<file path="src/rtl/sensor_stream_arbiter.sv">
// Buffers one packet per sensor channel, picks channels round-robin and streams
// each packet as a header byte plus MSB-first payload bytes over valid/ack.
module sensor_stream_arbiter #(
  parameter int unsigned N_SENSORS = 8,
  parameter int unsigned DATA_W    = 110
) (
  input  logic                          clock,
  input  logic                          resetn,
  input  logic                          enable,
  input  logic [N_SENSORS-1:0]          sensor_ready,
  input  logic [N_SENSORS*DATA_W-1:0]   sensor_data,
  output logic [7:0]                    tx_data,
  output logic                          tx_valid,
  input  logic                          tx_ack,
  output logic                          busy,
  output logic [N_SENSORS-1:0]          overflow,
  input  logic                          clear_overflow
);

  localparam int unsigned NBYTES = (DATA_W + 7) / 8;
  localparam int unsigned SH_W   = NBYTES * 8;
  localparam int unsigned CH_W   = 4;
  localparam int unsigned CNT_W  = $clog2(NBYTES);

  typedef enum logic [1:0] {
    IDLE = 2'd0,
    HDR  = 2'd1,
    BODY = 2'd2
  } state_t;

  state_t                 state, state_n;
  logic [N_SENSORS-1:0]   pending, pending_n;
  logic [N_SENSORS-1:0]   overflow_n;
  logic [N_SENSORS-1:0]   grant, capture;
  logic [DATA_W-1:0]      hold [N_SENSORS];
  logic [SH_W-1:0]        shift, shift_n, shifted;
  logic [CNT_W-1:0]       byte_cnt, cnt_n;
  logic [CH_W-1:0]        last_grant, last_n;
  logic [CH_W-1:0]        ch, ch_n;
  logic [CH_W-1:0]        grant_idx;
  logic                   grant_found;
  logic                   valid_n;
  logic [7:0]             data_n;

  // Round-robin search: first pending channel after the last granted one.
  always_comb begin
    grant_found = 1'b0;
    grant_idx   = '0;
    for (int off = 1; off <= int'(N_SENSORS); off++) begin
      for (int i = 0; i < int'(N_SENSORS); i++) begin
        if (!grant_found && pending[i] &&
            i == (int'(last_grant) + off) % int'(N_SENSORS)) begin
          grant_found = 1'b1;
          grant_idx   = CH_W'(i);
        end
      end
    end
  end

  // Next-state, capture/overflow bookkeeping and the next registered outputs.
  always_comb begin
    state_n    = state;
    shift_n    = shift;
    cnt_n      = byte_cnt;
    last_n     = last_grant;
    ch_n       = ch;
    grant      = '0;
    capture    = '0;
    pending_n  = pending;
    overflow_n = overflow;
    valid_n    = 1'b0;
    data_n     = 8'h00;
    shifted    = '0;

    case (state)
      IDLE: begin
        if (enable && grant_found) begin
          for (int i = 0; i < int'(N_SENSORS); i++) begin
            if (CH_W'(i) == grant_idx) begin
              grant[i] = 1'b1;
              shift_n  = SH_W'(hold[i]);
            end
          end
          last_n  = grant_idx;
          ch_n    = grant_idx;
          state_n = HDR;
        end
      end
      HDR: begin
        if (tx_ack) begin
          cnt_n   = '0;
          state_n = BODY;
        end
      end
      BODY: begin
        if (tx_ack) begin
          if (byte_cnt == CNT_W'(NBYTES - 1)) begin
            cnt_n   = '0;
            state_n = IDLE;
          end else begin
            cnt_n = byte_cnt + CNT_W'(1);
          end
        end
      end
      default: state_n = IDLE;
    endcase

    if (clear_overflow) overflow_n = '0;
    for (int i = 0; i < int'(N_SENSORS); i++) begin
      if (grant[i]) pending_n[i] = 1'b0;
      if (sensor_ready[i]) begin
        if (!pending[i] || grant[i]) begin
          capture[i]   = 1'b1;
          pending_n[i] = 1'b1;
        end else begin
          overflow_n[i] = 1'b1;
        end
      end
    end

    // Outputs are registered, so they are derived from the next state.
    shifted = shift_n >> (8 * (NBYTES - 1 - int'(cnt_n)));
    case (state_n)
      HDR: begin
        valid_n = 1'b1;
        data_n  = {4'hA, ch_n};
      end
      BODY: begin
        valid_n = 1'b1;
        data_n  = shifted[7:0];
      end
      default: begin
        valid_n = 1'b0;
        data_n  = 8'h00;
      end
    endcase
  end

  always_ff @(posedge clock or negedge resetn) begin
    if (!resetn) begin
      state      <= IDLE;
      pending    <= '0;
      overflow   <= '0;
      shift      <= '0;
      byte_cnt   <= '0;
      last_grant <= CH_W'(N_SENSORS - 1);
      ch         <= '0;
      tx_valid   <= 1'b0;
      tx_data    <= 8'h00;
      busy       <= 1'b0;
      for (int i = 0; i < int'(N_SENSORS); i++) hold[i] <= '0;
    end else begin
      state      <= state_n;
      pending    <= pending_n;
      overflow   <= overflow_n;
      shift      <= shift_n;
      byte_cnt   <= cnt_n;
      last_grant <= last_n;
      ch         <= ch_n;
      tx_valid   <= valid_n;
      tx_data    <= data_n;
      busy       <= (state_n != IDLE);
      for (int i = 0; i < int'(N_SENSORS); i++) begin
        if (capture[i]) hold[i] <= sensor_data[i*DATA_W +: DATA_W];
      end
    end
  end

endmodule

</file>
<file path="config.mk">
export PLATFORM = sky130hd
export DESIGN_NAME = sensor_stream_arbiter
export DESIGN_NICKNAME = d
export VERILOG_FILES = /design/src/rtl/sensor_stream_arbiter.sv
export SDC_FILE = /design/constraint.sdc
export NUM_CORES = 2
export LEC_CHECK = 0
export CAP_MARGIN = 0
export CORE_AREA = 2 2 349 351
export CTS_BUF_LIST = sky130_fd_sc_hd__clkbuf_8
export DETAILED_ROUTE_END_ITERATION = 12
export DIE_AREA = 0 0 351 353
export DONT_BUFFER_PORTS = 1
export GPL_TIMING_DRIVEN = 0
export PLACE_DENSITY_LB_ADDON = 0.05
export REMOVE_ABC_BUFFERS = 1
export SYNTH_ARGS = -nofsm -noshare
export SYNTH_HDL_FRONTEND = slang
export SYNTH_SLANG_ARGS = --single-unit
</file>
<file path="constraint.sdc">
create_clock -name clock -period 5.2 [get_ports clock]
set_input_delay 1.04 -clock clock [delete_from_list [all_inputs] [get_ports clock]]
set_output_delay 1.04 -clock clock [all_outputs]
set_load 0.05 [all_outputs]
</file>
---- Word level (Yosys, flattened, before mapping) ----
Index checks and enable logic that the tools add are counted.
word-level totals
  flip-flop bits (word level) ............. 1031
  input bits .............................. 893
  output and inout port bits .............. 18
  word-level logic and storage cells ...... 550
operators by class
  add/sub/neg operators ................... 10
  equality and inequality tests ........... 68
  shifts and indexed selects .............. 1
  muxes and demuxes ....................... 217
  bitwise gates (word level) .............. 8
  reductions and logical operators ........ 228
operators with widths
  operator                                                               count
  112-bit two-way mux                                                    10
  4-bit two-way mux                                                      66
  32-bit zero test                                                       8
  1-bit two-way mux                                                      130
  4-bit equality test (first input constant)                             32
  1-bit logical AND                                                      128
  112-bit by 32-bit right shift with 8-bit output                        1
  3-bit by 4-bit equality test with 1-bit output (first input constant)  20
  1-bit zero test                                                        71
  2-bit by 4-bit equality test with 1-bit output (first input constant)  10
  8-bit two-way mux                                                      3
  3-bit OR reduction                                                     8
  8-bit one-hot mux with 2 select lines                                  1
  3-bit adder (second input constant)                                    4
  2-bit two-way mux                                                      5
  1-bit bitwise AND (first input constant)                               8
  1-bit logical OR                                                       8
  4-bit one-hot mux with 2 select lines                                  1
  3-bit by 1-bit adder with 3-bit output (second input constant)         2
  3-bit by 2-bit adder with 3-bit output (second input constant)         2
  2-bit one-hot mux with 3 select lines                                  1
  4-bit by 4-bit subtractor with 5-bit output (first input constant)     1
  4-bit by 1-bit adder with 4-bit output (second input constant)         1
  1-bit by 4-bit equality test with 1-bit output (first input constant)  1
  other kinds (8)                                                        10

---- Logic depth before layout (Yosys ltp) ----
  depth in word-level cells ............... 271
  mapped depth ............................ 28
  mapped depth without buffers ............ 20

---- Least setup slack after synthesis ----
Ideal clock, no wire load.
  path kind ............................... reg-to-reg
  start ................................... register last_grant[0]
  end ..................................... register tx_data[1]
  library setup time ...................... 0.095 ns
  data arrival time ....................... 5.269 ns
  data required time ...................... 5.105 ns
  path slack .............................. -0.164 ns
  stages on the path, launching flop included .. 27
  buffers on the path ..................... 9
  period minus slack after synthesis ...... 5.364 ns
  cells stage by stage .................... dfstp_2 buf_4 buf_6 buf_6 nand2_2 inv_1 ha_1 buf_2 clkbuf_1 o31a_1 nor3b_1 nand3_1 or3_1 nor2_1 nor2_1 clkbuf_1 clkbuf_1 clkbuf_1 a21oi_1 or2_2 ha_1 and3_1 clkbuf_1 nand3_1 nor3_1 nor4_1 o31ai_1
between the ends
  longest elaborated chain between the ends .. 271
  elaborated cells on any way between the ends .. 432
  classes of those cells .................. add/sub: 8; eq/ne: 65; shift: 1; mux: 142; bitwise: 8; reduce/logical: 208
RTL lines
  what                                             line  source
  start, declared                                  38    logic [CH_W-1:0] last_grant, last_n;
  start signal, assigned                           146   last_grant <= CH_W'(N_SENSORS - 1);
  start signal, assigned                           158   last_grant <= last_n;
  3-bit by 1-bit adder with 3-bit output           52    i == (int'(last_grant) + off) % int'(N_SENSORS)) begin
  3-bit OR reduction (no source line)              -
  1-bit bitwise AND (no source line)               -
  32-bit zero test                                 52
  1-bit logical AND                                51    if (!grant_found && pending[i] &&
  1-bit two-way mux                                51
  1-bit zero test                                  51
  1-bit logical AND (2 in series)                  51
  [... 248 more ...]                               -
  4-bit two-way mux                                51
  4-bit zero test                                  79    if (CH_W'(i) == grant_idx) begin
  112-bit two-way mux (8 in series)                79
  112-bit two-way mux                              77    if (enable && grant_found) begin
  112-bit two-way mux                              75    case (state)
  112-bit by 32-bit right shift with 8-bit output  122   shifted = shift_n >> (8 * (NBYTES - 1 - int'(cnt_n)));
  8-bit one-hot mux with 2 select lines *          123   case (state_n)
  via data_n[1]                                    43    logic [7:0] data_n;
  end signal, assigned                             161   tx_data <= data_n;
  end, declared                                    12    output logic [7:0] tx_data,
The timed path passes the listed nets; every way through them passes the cells marked *.
A chain may end at the register's enable or synchronous reset.

---- Worst setup path after layout ----
  start ................................... register last_grant[2]
  end ..................................... register tx_data[6]
between the ends
  longest elaborated chain between the ends .. 271
  elaborated cells on any way between the ends .. 430
  classes of those cells .................. add/sub: 8; eq/ne: 65; shift: 1; mux: 140; bitwise: 8; reduce/logical: 208
RTL lines
  what                                               line  source
  3-bit by 1-bit adder with 3-bit output             52
  3-bit OR reduction (no source line)                -
  1-bit bitwise AND (no source line)                 -
  32-bit zero test                                   52
  1-bit logical AND                                  51
  1-bit two-way mux                                  51
  1-bit zero test                                    51
  1-bit logical AND (2 in series)                    51
  [... 249 more ...]                                 -
  4-bit zero test                                    79
  112-bit two-way mux (8 in series)                  79
  112-bit two-way mux *                              77
  112-bit two-way mux *                              75
  via shift_n[22]                                    36    logic [SH_W-1:0] shift, shift_n, shifted;
  112-bit by 32-bit right shift with 8-bit output *  122
  8-bit one-hot mux with 2 select lines *            123
  via data_n[6]                                      43
Marked as above.

==> out/results.ini <==
[timing]
worst_pin_slew_ns = 1.368
finalSetupViolCount = 8
post-route-period-util_pct = 104.2
maxSlewViolCount = 0
clock_skew_ns = 0.06534
rsz0062_at_grt = true
max_freq_mhz = 184.6
period_minus_slack_ns = 5.417
report.final.hold_viol_count = 0
slew_headroom_pct = 8.804
worst_slack_ns = -0.2166
holdWs_ns = 0.04516

[yosys]
synth_seq_cells = 1031
synthFlopType = dfrtp_1
synth_top_area_cell = dfrtp_1
ys_async_sr_fraction_pct = 100.0
yosysSeqAreaShare_pct = 53.65
yosysWarnings = 0
syn_inst = 3984
synth_cell_type_count = 93
synth_area_um2 = 48100
synth_common_cells = 1028 x dfrtp_1, 894 x mux2_2, 330 x nand2_1
synth_edf_count = 0
synth.top_cell.area_share_pct = 53.48
synth.area.top_cells = dfrtp_1 53%, mux2_2 21%, nand2_1 2.6%, a21oi_1 2.2%, mux2i_1 2.0%
syn_area_per_cell_um2 = 12.07
yosysMostFrequentCell = dfrtp_1

[clock_network]
numCtsBuffers = 190
cts_tree = built
clock-root-buffer = clkbuf_8
clk-insertion-delay-late_ns = 0.92
cts_buffer_depth = 3
cts.htree.levels = 4
cts.sinks = 1031
clk_pin_slew_ns = 0.06

[placed_design]
dp_cells = 5387
placed_cell_area_um2 = 50710
gp_congestion = 0.8646
port_buffers = 0
dp_hpwl_um = 137700

[finish]
area_growth_pct = 20.25
drive_above_1_share_pct = 37.74
design_area_um2 = 57840
fin_util_pct = 47.96
fin_cells = 6009
layout.nets = 5049

[outcome]
violations = setup timing
outcome = finished with violations

[die]
std_cell_rows = 128
die_h_um = 353
start_util_pct = 39.89
dieArea_um2 = 123900
ioPinCount = 911
die_width_um = 351
fp.coreArea_um2 = 120600

[global_route]
first_global_vias = 36770
grt_pass1_wl_um = 296200
grt_use_met1_pct = 41.99
met2_usage_pct = 55.76
grt_max_degree = 1032
grt-busiest-layer = met2
grt.total_usage_pct = 34.22
globalRoute.totalOverflow = 0
grt_use_met3_pct = 10.84
antenna_found_initial = 204

[run]
max-cap-violations = 0

[routing]
vias_per_cell = 6.086
wire_per_inst_um = 36.58
drc_errors = 0
ant_nets = 0
vias = 36570
dr.first_iter.drc_count = 2928
dr.pass1.iters = 6
wirelength_um = 219800

[setup_path]
reg2reg_from = last_grant[2]$_DFFE_PN1P_
path_class = reg2reg
arrival_ns = 6.23
required_ns = 6.01
path_max_fanout = 8
start_kind = flip-flop
worstSetupEndpointType = flip-flop
setup.worst_path.start = last_grant[2]$_DFFE_PN1P_

[hold_path]
hold_class = in2async

==> cells by family (layout without fill, tap and decap cells) <==
family | after synthesis | after routing | synth area share, %
compound gates | 883 | 884 | 12.62
xor+xnor | 4 | 4 | 0.07285
fa+ha+maj | 12 | 12 | 0.3121
buf+inv | 340 | 635 | 3.444
flops | 1031 | 1031 | 53.65
mux | 993 | 993 | 23.04
other cells | 0 | 92 | 0
simple gates | 721 | 733 | 6.867
==> worst max-delay path, stage by stage, from the launching register on <==
cell and delay [ns]:
dfstp_4 0.63, clkinvlp_4 0.11, ha_4 0.31, nand4bb_1 0.23, o21a_1 0.18, and4_4 0.19
and3_4 0.19, a31o_1 0.19, or4_4 0.46, or3_4 0.43, nor3_4 0.23, clkbuf_16 0.17
buf_16 0.10, buf_16 0.11, buf_16 0.14, bufbuf_16 0.28, mux2i_1 0.07, a211o_1 0.32
o21ai_4 0.21, mux2i_4 0.13, o2111ai_2 0.28, a21oi_1 0.08, nor4_1 0.24
==> state kept, by name (all words and copies together) (netlist names), 2 cells and up <==
signal,cells
last_grant,3
ch,4
shift,112
overflow,8
hold,880
byte_cnt,4
tx_data,8
state,2
pending,8
==> layer usage <==
layer  vias to the layer above  wire length [um]
li1                      15190                 -
met1                     19090             87040
met2                      1585            104900
met3                       567             18380
met4                       136              8685
met5                         -               862
==> worst paths after layout <==
check	to	slack (ns)	depth (start not counted)
worst max-delay path	tx_data[6]$_DFF_PN0_	-0.22	22
worst min-delay path	hold[221]$_DFFE_PN0P_	0.05	1
worst max register to register	tx_data[6]$_DFF_PN0_	-0.22	22
worst min register to register	ch[3]$_DFF_PN0_	0.48	1
max in group asynchronous	hold[502]$_DFFE_PN0P_	1.91	4
min in group clock	overflow[3]$_DFF_PN0_	0.23	1
==> per-stage QoR <==
step | setup WS [ns] | setup TNS (ns)
after floorplan | -7.636 | -5527.62
after global placement | -25.69 | -
after detailed placement | -3.318 | -2585.95
after CTS | -0.1438 | -0.8020
after global routing | -0.3190 | -2.294
final | -0.2166 | -1.343
==> area by class of cell <==
cell class / count / area, um2
Clock inverter: 105 / 481.7
Fill cell: 11110 / 62760
Sequential cell: 1031 / 25810
Antenna cell: 92 / 230.2
Multi-Input combinational cell: 2626 / 21960
Tap cell: 1625 / 2033
Inverter: 40 / 161.4
Clock buffer: 235 / 3234
Timing Repair Buffer: 255 / 3924
==> what timing repair did <==
item,in CTS,in global routing
hold endpoints to repair,1028,101
buffers inserted,137,21
cloned,23,6
setup endpoints to repair,1021,366
pin swaps,76,37
resized for setup,198,45
==> cell usage in the layout (no fill, tap or decap), types with 57 or more instances in the layout <==
cell type / n
a211oi_1: 57
clkbuf_8: 235
mux2_2: 893
dfrtp_1: 1028
a21oi_1: 201
diode_2: 92
o21ai_0: 115
nor2_1: 145
mux2i_1: 92
inv_1: 111
buf_4: 122
nand2_1: 313
o22ai_1: 62
Power is not shown: default switching activity piles up to over one toggle a cycle in this logic, so the estimate is an artifact.
